===== config.mk =====
export PLATFORM = sky130hd
export DESIGN_NAME = spi_bus_arbiter_flat
export DESIGN_NICKNAME = d
export VERILOG_FILES = /design/src/rtl/spi_bus_arbiter_pkg.sv /design/src/rtl/spi_bus_arbiter_if.sv /design/src/rtl/spi_bus_arbiter_rr_picker.sv /design/src/rtl/spi_bus_arbiter.sv /design/src/flat_wrapper.sv
export SDC_FILE = /design/constraint.sdc
export NUM_CORES = 1
export LEC_CHECK = 0
export BUFFER_PORTS_ARGS = -buffer_cell sky130_fd_sc_hd__clkbuf_2
export CAP_MARGIN = 10
export CORE_UTILIZATION = 49
export DETAILED_ROUTE_END_ITERATION = 7
export GPL_TIMING_DRIVEN = 0
export PLACE_DENSITY = 0.76
export SYNTH_ARGS = -nofsm -noshare
export SYNTH_HDL_FRONTEND = slang
export SYNTH_SLANG_ARGS = --single-unit

===== constraint.sdc =====
create_clock -name i_clock -period 2.05 [get_ports i_clock]
set_input_delay 0.1025 -clock i_clock [delete_from_list [all_inputs] [get_ports i_clock]]
set_output_delay 0.1025 -clock i_clock [all_outputs]
set_load 0.05 [all_outputs]

===== src/rtl/spi_bus_arbiter_pkg.sv =====
// Shared constants and types for the SPI bus arbiter and its users.
package spi_bus_arbiter_pkg;

  // Datapath register width of the attached functional units.
  localparam int REGISTER_SIZE = 16;

  // Small opcode field carried in the low nibble of an operation packet.
  localparam int OP_BITS = 4;
  localparam logic [OP_BITS-1:0] OP_ADD = 4'h1;
  localparam logic [OP_BITS-1:0] OP_SUB = 4'h2;
  localparam logic [OP_BITS-1:0] OP_SHL = 4'h3;
  localparam logic [OP_BITS-1:0] OP_MUL = 4'h4;

  // Result width returned by every slave.
  localparam int RX_BITS = REGISTER_SIZE;

  // Default outgoing packet widths: {operand_a, operand_b, op} and variants.
  localparam int ALU_TX_BITS   = 2 * REGISTER_SIZE + OP_BITS;  // 36
  localparam int SHIFT_TX_BITS = REGISTER_SIZE + 4 + OP_BITS;  // operand, shift amount, op
  localparam int MUL_TX_BITS   = 2 * REGISTER_SIZE;            // two operands, fixed op

  // Arbiter transaction state, one-hot.
  typedef enum logic [5:0] {
    ST_IDLE      = 6'b000001,
    ST_START     = 6'b000010,
    ST_SHIFT_OUT = 6'b000100,
    ST_WAIT_RESP = 6'b001000,
    ST_SHIFT_IN  = 6'b010000,
    ST_DONE      = 6'b100000
  } arb_state_e;

endpackage


===== src/rtl/spi_bus_arbiter_if.sv =====
// Requester handshake and SPI bus signals of the arbiter, bundled.
//
// Handshake: a requester raises i_req[r] (level) with i_slave/i_tx_len/i_tx_data
// stable; the arbiter latches those fields when it selects r, raises o_grant[r]
// while the transaction runs, and pulses o_done[r] for exactly one cycle with
// o_error and o_rx_data valid in that same cycle. i_req may drop at any point
// after selection without affecting the transaction.
interface spi_bus_arbiter_if #(
  parameter int NumRequesters = 2,
  parameter int NumSlaves     = 3,
  parameter int MaxTxBits     = 36,
  parameter int RxBits        = 16
);
  import spi_bus_arbiter_pkg::*;

  localparam int SlvW = (NumSlaves > 1) ? $clog2(NumSlaves) : 1;
  localparam int LenW = $clog2(MaxTxBits + 1);

  logic [NumRequesters-1:0]                i_req;
  logic [NumRequesters-1:0][SlvW-1:0]      i_slave;
  logic [NumRequesters-1:0][LenW-1:0]      i_tx_len;
  logic [NumRequesters-1:0][MaxTxBits-1:0] i_tx_data;
  logic [NumRequesters-1:0]                o_grant;
  logic [NumRequesters-1:0]                o_done;
  logic                                    o_error;
  logic [RxBits-1:0]                       o_rx_data;
  logic                                    o_sclk;
  logic [NumSlaves-1:0]                    o_nss;
  logic                                    o_mosi;
  logic                                    i_miso;
  arb_state_e                              dbg_state;

  // Arbiter side: drives the SPI bus as master and answers the requesters.
  modport master (
    input  i_req, i_slave, i_tx_len, i_tx_data, i_miso,
    output o_grant, o_done, o_error, o_rx_data, o_sclk, o_nss, o_mosi, dbg_state
  );

  // Environment side: requesters plus the SPI slaves.
  modport slave (
    output i_req, i_slave, i_tx_len, i_tx_data, i_miso,
    input  o_grant, o_done, o_error, o_rx_data, o_sclk, o_nss, o_mosi, dbg_state
  );

endinterface


===== src/rtl/spi_bus_arbiter_rr_picker.sv =====
// Round-robin picker: first asserted request at or above the pointer, with wrap.
module spi_rr_picker #(
  parameter int N    = 2,
  parameter int IdxW = $clog2(N)
) (
  input  logic [N-1:0]    req_i,
  input  logic [IdxW-1:0] ptr_i,
  output logic [IdxW-1:0] winner_o,
  output logic            valid_o
);

  logic [IdxW-1:0] idx;

  // Scan in reverse priority order so the highest-priority hit is written last.
  always_comb begin
    winner_o = '0;
    valid_o  = 1'b0;
    idx      = '0;
    for (int k = N - 1; k >= 0; k--) begin
      idx = IdxW'((int'(ptr_i) + k) % N);
      if (req_i[idx]) begin
        winner_o = idx;
        valid_o  = 1'b1;
      end
    end
  end

endmodule


===== src/rtl/spi_bus_arbiter.sv =====
// Shares one SPI bus among several requesters; frames one transaction at a time.
module spi_bus_arbiter
  import spi_bus_arbiter_pkg::*;
#(
  parameter int NumRequesters = 2,
  parameter int NumSlaves     = 3,
  parameter int MaxTxBits     = ALU_TX_BITS,
  parameter int RxBits        = RX_BITS,
  parameter int TimeoutCycles = 255
) (
  input  logic               i_clock,
  input  logic               i_reset,
  spi_bus_arbiter_if.master  bus
);

  localparam int IdxW    = $clog2(NumRequesters);
  localparam int SlvW    = (NumSlaves > 1) ? $clog2(NumSlaves) : 1;
  localparam int LenW    = $clog2(MaxTxBits + 1);
  localparam int CntMax  = (MaxTxBits > RxBits) ? MaxTxBits : RxBits;
  localparam int CntW    = $clog2(CntMax + 1);
  localparam int TxIdxW  = $clog2(MaxTxBits);
  localparam int RxIdxW  = $clog2(RxBits);
  localparam int WdW     = $clog2(TimeoutCycles + 1);

  arb_state_e            state_q, state_d;
  logic [IdxW-1:0]       rr_q, rr_d;
  logic [IdxW-1:0]       owner_q, owner_d;
  logic [SlvW-1:0]       slave_q, slave_d;
  logic [LenW-1:0]       len_q, len_d;
  logic [MaxTxBits-1:0]  tx_q, tx_d;
  logic [CntW-1:0]       bit_cnt_q, bit_cnt_d;
  logic [WdW-1:0]        wd_q, wd_d;
  logic [RxBits-1:0]     rx_shift_q, rx_shift_d;
  logic [RxBits-1:0]     rx_data_q, rx_data_d;
  logic                  err_q, err_d;

  logic [IdxW-1:0]       pick_idx;
  logic                  pick_valid;
  logic                  pick_bad;
  logic                  bus_active;

  spi_rr_picker #(.N(NumRequesters), .IdxW(IdxW)) u_picker (
    .req_i    (bus.i_req),
    .ptr_i    (rr_q),
    .winner_o (pick_idx),
    .valid_o  (pick_valid)
  );

  // A request is unusable if it names a missing slave or an out-of-range length.
  always_comb begin
    pick_bad = (32'(bus.i_slave[pick_idx]) >= NumSlaves) ||
               (bus.i_tx_len[pick_idx] == '0) ||
               (32'(bus.i_tx_len[pick_idx]) > MaxTxBits);
  end

  // State and datapath registers.
  always_ff @(posedge i_clock or negedge i_reset) begin
    if (!i_reset) begin
      state_q    <= ST_IDLE;
      rr_q       <= '0;
      owner_q    <= '0;
      slave_q    <= '0;
      len_q      <= '0;
      tx_q       <= '0;
      bit_cnt_q  <= '0;
      wd_q       <= '0;
      rx_shift_q <= '0;
      rx_data_q  <= '0;
      err_q      <= 1'b0;
    end else begin
      state_q    <= state_d;
      rr_q       <= rr_d;
      owner_q    <= owner_d;
      slave_q    <= slave_d;
      len_q      <= len_d;
      tx_q       <= tx_d;
      bit_cnt_q  <= bit_cnt_d;
      wd_q       <= wd_d;
      rx_shift_q <= rx_shift_d;
      rx_data_q  <= rx_data_d;
      err_q      <= err_d;
    end
  end

  // Next-state logic: arbitration, framing, watchdog and result capture.
  always_comb begin
    state_d    = state_q;
    rr_d       = rr_q;
    owner_d    = owner_q;
    slave_d    = slave_q;
    len_d      = len_q;
    tx_d       = tx_q;
    bit_cnt_d  = bit_cnt_q;
    wd_d       = wd_q;
    rx_shift_d = rx_shift_q;
    rx_data_d  = rx_data_q;
    err_d      = err_q;
    case (state_q)
      ST_IDLE: begin
        if (pick_valid) begin
          owner_d   = pick_idx;
          slave_d   = bus.i_slave[pick_idx];
          len_d     = bus.i_tx_len[pick_idx];
          tx_d      = bus.i_tx_data[pick_idx];
          bit_cnt_d = '0;
          wd_d      = '0;
          err_d     = pick_bad;
          state_d   = pick_bad ? ST_DONE : ST_START;
        end
      end
      ST_START: begin
        // A high miso means another master or slave still holds the line.
        if (!bus.i_miso) begin
          bit_cnt_d = '0;
          state_d   = ST_SHIFT_OUT;
        end
      end
      ST_SHIFT_OUT: begin
        if (bit_cnt_q + CntW'(1) == CntW'(len_q)) begin
          bit_cnt_d = '0;
          wd_d      = '0;
          state_d   = ST_WAIT_RESP;
        end else begin
          bit_cnt_d = bit_cnt_q + CntW'(1);
        end
      end
      ST_WAIT_RESP: begin
        if (bus.i_miso) begin
          bit_cnt_d = '0;
          state_d   = ST_SHIFT_IN;
        end else if (wd_q == WdW'(TimeoutCycles - 1)) begin
          err_d   = 1'b1;
          state_d = ST_DONE;
        end else begin
          wd_d = wd_q + WdW'(1);
        end
      end
      ST_SHIFT_IN: begin
        rx_shift_d[bit_cnt_q[RxIdxW-1:0]] = bus.i_miso;
        if (bit_cnt_q == CntW'(RxBits - 1)) begin
          // Publish on entry to DONE so the result is valid alongside o_done.
          rx_data_d = rx_shift_d;
          state_d   = ST_DONE;
        end else begin
          bit_cnt_d = bit_cnt_q + CntW'(1);
        end
      end
      ST_DONE: begin
        rr_d    = (32'(owner_q) == NumRequesters - 1) ? '0 : owner_q + IdxW'(1);
        state_d = ST_IDLE;
      end
      default: state_d = ST_IDLE;
    endcase
  end

  // Moore outputs decoded from the current state.
  always_comb begin
    bus_active    = (state_q == ST_START) || (state_q == ST_SHIFT_OUT) ||
                    (state_q == ST_WAIT_RESP) || (state_q == ST_SHIFT_IN);
    bus.o_grant   = '0;
    bus.o_done    = '0;
    bus.o_nss     = '1;
    bus.o_mosi    = 1'b0;
    bus.o_error   = 1'b0;
    if (bus_active) begin
      bus.o_grant[owner_q] = 1'b1;
      bus.o_nss[slave_q]   = 1'b0;
    end
    if (state_q == ST_START) begin
      bus.o_mosi = 1'b1;
    end else if (state_q == ST_SHIFT_OUT) begin
      bus.o_mosi = tx_q[bit_cnt_q[TxIdxW-1:0]];
    end
    if (state_q == ST_DONE) begin
      bus.o_done[owner_q] = 1'b1;
      bus.o_error         = err_q;
    end
  end

  assign bus.o_rx_data = rx_data_q;
  assign bus.o_sclk    = i_clock;
  assign bus.dbg_state = state_q;

endmodule


===== src/flat_wrapper.sv =====
// flat-port wrapper written by rule: the top's interface ports become plain ports
module spi_bus_arbiter_flat import spi_bus_arbiter_pkg::*;
#(
  parameter int NumRequesters = 2,
  parameter int NumSlaves     = 3,
  parameter int MaxTxBits     = ALU_TX_BITS,
  parameter int RxBits        = RX_BITS,
  parameter int TimeoutCycles = 255
)
  (i_clock, i_reset, bus_i_req, bus_i_slave, bus_i_tx_len, bus_i_tx_data, bus_i_miso, bus_o_grant, bus_o_done, bus_o_error, bus_o_rx_data, bus_o_sclk, bus_o_nss, bus_o_mosi, bus_dbg_state);
  spi_bus_arbiter_if #(.NumRequesters(NumRequesters), .NumSlaves(NumSlaves), .MaxTxBits(MaxTxBits), .RxBits(RxBits)) bus_i ();
  input  logic i_clock;
  input  logic i_reset;
  input wire logic [$bits(bus_i.i_req)-1:0] bus_i_req;
  input wire logic [$bits(bus_i.i_slave)-1:0] bus_i_slave;
  input wire logic [$bits(bus_i.i_tx_len)-1:0] bus_i_tx_len;
  input wire logic [$bits(bus_i.i_tx_data)-1:0] bus_i_tx_data;
  input wire logic [$bits(bus_i.i_miso)-1:0] bus_i_miso;
  output wire logic [$bits(bus_i.o_grant)-1:0] bus_o_grant;
  output wire logic [$bits(bus_i.o_done)-1:0] bus_o_done;
  output wire logic [$bits(bus_i.o_error)-1:0] bus_o_error;
  output wire logic [$bits(bus_i.o_rx_data)-1:0] bus_o_rx_data;
  output wire logic [$bits(bus_i.o_sclk)-1:0] bus_o_sclk;
  output wire logic [$bits(bus_i.o_nss)-1:0] bus_o_nss;
  output wire logic [$bits(bus_i.o_mosi)-1:0] bus_o_mosi;
  output wire logic [$bits(bus_i.dbg_state)-1:0] bus_dbg_state;
  assign bus_i.i_req = bus_i_req;
  assign bus_i.i_slave = bus_i_slave;
  assign bus_i.i_tx_len = bus_i_tx_len;
  assign bus_i.i_tx_data = bus_i_tx_data;
  assign bus_i.i_miso = bus_i_miso;
  assign bus_o_grant = bus_i.o_grant;
  assign bus_o_done = bus_i.o_done;
  assign bus_o_error = bus_i.o_error;
  assign bus_o_rx_data = bus_i.o_rx_data;
  assign bus_o_sclk = bus_i.o_sclk;
  assign bus_o_nss = bus_i.o_nss;
  assign bus_o_mosi = bus_i.o_mosi;
  assign bus_dbg_state = bus_i.dbg_state;
  spi_bus_arbiter #(.NumRequesters(NumRequesters), .NumSlaves(NumSlaves), .MaxTxBits(MaxTxBits), .RxBits(RxBits), .TimeoutCycles(TimeoutCycles)) u_core (.i_clock(i_clock), .i_reset(i_reset), .bus(bus_i));
endmodule

# Word level (Yosys, flattened, before mapping)
# Cells that the tools add are included.
# classes
n_addsub	4
n_lt_le_gt_ge	12
n_eq_ne	19
muxes	53
bitwise	1
n_reduce_logical	18
# op_table
op	n
6-bit two-way mux	14
36-bit two-way mux	2
6-bit one-hot mux with 5 select lines	2
8-bit two-way mux	4
8-bit one-hot mux with 3 select lines	1
1-bit two-way mux	19
16-bit bitwise mux	1
5-bit AND reduction	3
6-bit by 4-bit == test with 1-bit output, second input constant	2
2-bit inequality test, second input constant	5
8-bit by 1-bit adder with 8-bit output, second input constant	1
8-bit == test, second input constant	1
1-bit by 2-bit less-than comparator with 1-bit output, second input constant	4
2-bit two-way mux	4
2-bit by 1-bit inequality test with 1-bit output, second input constant	4
6-bit by 7-bit less-than comparator with 1-bit output, second input constant	1
6-bit by 1-bit adder with 6-bit output, second input constant	1
1-bit binary-select mux with 6-bit select	1
6-bit by 1-bit == test with 1-bit output, second input constant	1
6-bit by 2-bit == test with 1-bit output, second input constant	1
6-bit by 3-bit == test with 1-bit output, second input constant	1
6-bit by 5-bit == test with 1-bit output, second input constant	1
6-bit == test	1
6-bit == test, second input constant	1
23 further kinds	31
# totals
reg_bits	99
inputBits	93
output_inout_bits	32
wordCells	118

# Depth between registers and ports, before layout
# logic_depth
depth_word	13
mapped_depth	9
mapped_depth_nobuf	8

# Modules after synthesis
# A second synthesis with hierarchy kept.
# unflattened
hier_cells	553
hier_area_um2	5405.2
# by_module_without_submodules
module	instances	cells_per_inst	area_each_um2	seq_area_each_um2
spi_bus_arbiter	1	550	5387.7	2453.6
spi_rr_picker	1	3	17.5	0.0

==> metrics.cfg <==
[placement]
place_inst=821
gp_congestion=0.814
io_buffers=124
dpl.hpwl_mm=9.76

[yosys]
synth_top_area_share=0.447
synth-seq-cells=99
seq_area_frac_synth=0.452
synthDistinctLibCells=55
synth_xor_xnor_area_share=0.0176
synth_top_family_by_area=multiplexers
synthSimpleGateAreaFrac=0.163
syn_area_per_cell_um2=9.86
synth_area_um2=5480
synth-adder-area-share=0.0137
synth_nets=655
ys.flop_type=dfrtp_1
synthTopCellsByArea=dfrtp_1 45%, mux2i_1 12%, a21oi_1 5.7%, nor2_1 4.5%, mux4_2 3.7%
synth_compound_area_frac=0.119
syn_inst=556
yosys.area.top_type=dfrtp_1
synthMuxAreaShare=0.189
synth_warnings=0
synthArstFlopShare=1.00
synth_enable_flop_cells=0

[global_routing]
antenna_found_initial=0
first_global_vias=5585
grt_max_degree=65
grt_pass1_wl_mm=27.5
track_usage=0.312
grt_overflow=0

[timing]
worst_pin_slew_ns=0.564
layout_min_cycle_time_ns=2.50
rsz0062_at_grt=yes
clock.fmax_mhz=401
hold_violations=0
post-route-period-util=1.22
worst_clock_skew_ns=0.0123
setup_ws_ns=-0.446
setup_viol=38
slew_headroom=0.624
maxSlewViolCount=0

[cells_and_area]
fin_nets=907
final_util=0.743
fin_cells=953
diodes=0
area_delta_synth_final_pct=47.6
drive_gt1_frac=0.349

[routing]
vias=5609
wl_per_cell_um=20.0
routed_via_density=5.89
drt_iter0_drc=381
ant_nets=0
dr.pass1.iters=5
wirelength_mm=19.0
drcViolationCount=0

[die]
die_height_um=108
die_x_um=108
fp.coreArea_um2=10900
io_pins=125
rows=38
start_util=0.504
die_area_um2=11600

[job]
maxCapViolCount=0

[power_and_ir_drop]
pwr-share-seq=0.340
swShare=0.403
leakage_uw=0.00387
ir_worst_vdd_uv=877
switchingPower_uw=3450
cellInternalPower_uw=5110
power-per-cell-area_nw_per_um2=1060
power_frac_comb=0.469
power.share.clock=0.191

[cts]
cts.clk_slew.worst_paths_ns=0.10
cts_tree=done
clock_latency_ns=0.49

[status]
outcome=finished, violations left
violations=negative setup slack

[setup_path]
crit_fanout=8
crit_path_cell_trace=buf_12 > mux4_2 > nand2_1 > nand2_2 > a221oi_4 > o41ai_4 > clkbuf_8
critical_path.max_stage_delay_ns=0.50
cp_slowest_cell=mux4_2
crit_type=reg -> out
crit_required_ns=1.95
cp.arrival_ns=2.39
crit_path_end_kind=output pin
start_kind=flop

[min_path]
hp-class=in -> reg

[what timing repair did]
| action | CTS | global route |
|---|---|---|
| gates resized for setup | 42 | 64 |
| hold endpoints to repair | 79 | 0 |
| hold buffers | 89 | 0 |
| endpoints found under the setup margin | 82 | 95 |
| pin swaps | 8 | 11 |
| gates cloned | 0 | 2 |
| buffers inserted | 15 | 13 |
[path summary, 6_finish.rpt]
kind | startpoint | to | slack, ns | cells after the start
setup / recovery | u_core.bit_cnt_q[0]$_DFFE_PN0P_ | bus_o_mosi | -0.45 | 7
hold / removal | bus_i_tx_len[6] | u_core.len_q[0]$_DFFE_PN0P_ | 0.06 | 3
setup reg to reg | u_core.bit_cnt_q[0]$_DFFE_PN0P_ | u_core.bit_cnt_q[5]$_DFFE_PN0P_ | -0.41 | 10
hold reg to reg | u_core.bus.o_rx_data[9]$_DFFE_PN0P_ | u_core.bus.o_rx_data[9]$_DFFE_PN0P_ | 0.49 | 2
max in group asynchronous | i_reset | u_core.bit_cnt_q[0]$_DFFE_PN0P_ | 1.15 | 3
min in group asynchronous | i_reset | u_core.bit_cnt_q[5]$_DFFE_PN0P_ | 0.19 | 2
[cell usage after synthesis (5+ instances only)]
master / instances
mux2i_1: 64
ha_1: 6
nand3_1: 18
dfrtp_1: 98
xnor2_1: 5
nor3_1: 11
mux2_2: 17
nor2_1: 65
o21ai_0: 28
inv_1: 10
mux4_2: 9
xor2_1: 6
nand2b_1: 5
a21oi_1: 62
nand2_1: 48
buf_4: 5
clkbuf_1: 11
nor2b_1: 5
buf_2: 23
[layout by cell type, fill, tap and decap left out, drive strengths merged, types with 3 or more instances in the layout]
| master | n |
|---|---|
| nor2b | 5 |
| nor4 | 5 |
| nand2 | 49 |
| xor2 | 6 |
| nor3 | 11 |
| clkbuf | 152 |
| dfrtp | 98 |
| nand3 | 19 |
| inv | 10 |
| xnor2 | 5 |
| dlygate4sd3 | 89 |
| clkinv | 3 |
| mux4 | 9 |
| a21oi | 62 |
| ha | 6 |
| mux2 | 17 |
| mux2i | 64 |
| a21o | 4 |
| a22o | 3 |
| nand2b | 6 |
| o21ai | 28 |
| buf | 55 |
| nor2 | 67 |
| nand3b | 4 |
| and3 | 4 |
[cell families after synthesis]
group,Yosys count
AO/OA/AOI/OAI,114
XOR/XNOR,11
adder cells (fa/ha/maj),6
buffers and inverters,53
flip-flops,99
multiplexers,90
AND/OR/NAND/NOR,183
[state kept, by name, summed over array words and instances, names as in the netlist, 2 cells and up]
| name | count |
|---|---|
| u_core.bit_cnt_q | 6 |
| u_core.bus.dbg_state | 6 |
| u_core.bus.o_rx_data | 16 |
| u_core.len_q | 6 |
| u_core.rx_shift_q | 16 |
| u_core.slave_q | 2 |
| u_core.tx_q | 36 |
| u_core.wd_q | 8 |
[metrics by stage]
stage	TNS, ns	power (µW)	setup slack, ns	area (µm²)	hold slack, ns
after floorplan	-0.120	4930	-0.0602	5540	-0.193
after global placement	-36.07	5560	-0.531	6330	0.287
after detailed placement	-5.45	5690	-0.335	6360	0.149
after CTS	-4.55	7490	-0.369	7750	0.0382
after global routing	-11.18	8880	-0.479	8090	0.0684
final	-6.60	8560	-0.446	8090	0.0633
[per-layer routing]
metal,up-vias,global-route usage,share of wire
met5,-,0,0
met4,0,0.188,0.054
met3,96,0.0496,0.067
met2,349,0.532,0.51
met1,2694,0.370,0.37
li1,2470,-,-
[final cells by class]
class / count / area (µm²)
inverters: 10 / 37.5
fillers: 668 / 2800
clock inverters: 4 / 48.8
plain buffers: 38 / 267
clock buffers: 16 / 201
flip-flops and latches: 99 / 2480
well taps: 140 / 175
multi-input cells: 404 / 2970
repair buffers: 242 / 1910
[power groups by stage]
stage | combinational [µW] | clock, µW | sequential, µW
6_report | 4010 | 1640 | 2910
5_1_grt | 4250 | 1690 | 2940
4_1_cts | 3070 | 1600 | 2820
3_5_place_dp | 2710 | 120 | 2860
3_3_place_gp | 2620 | 120 | 2820
2_1_floorplan | 1980 | 105 | 2850
[worst max-delay path, delay by kind of cell, from the launching register on]
kind                   cells  cell delay (ns)
buffers and inverters      2             0.33
multiplexers               1             0.50
flip-flops                 1             0.42
AO/OA/AOI/OAI              2             0.44
AND/OR/NAND/NOR            2             0.21
Power figures use the tool's default switching activity.
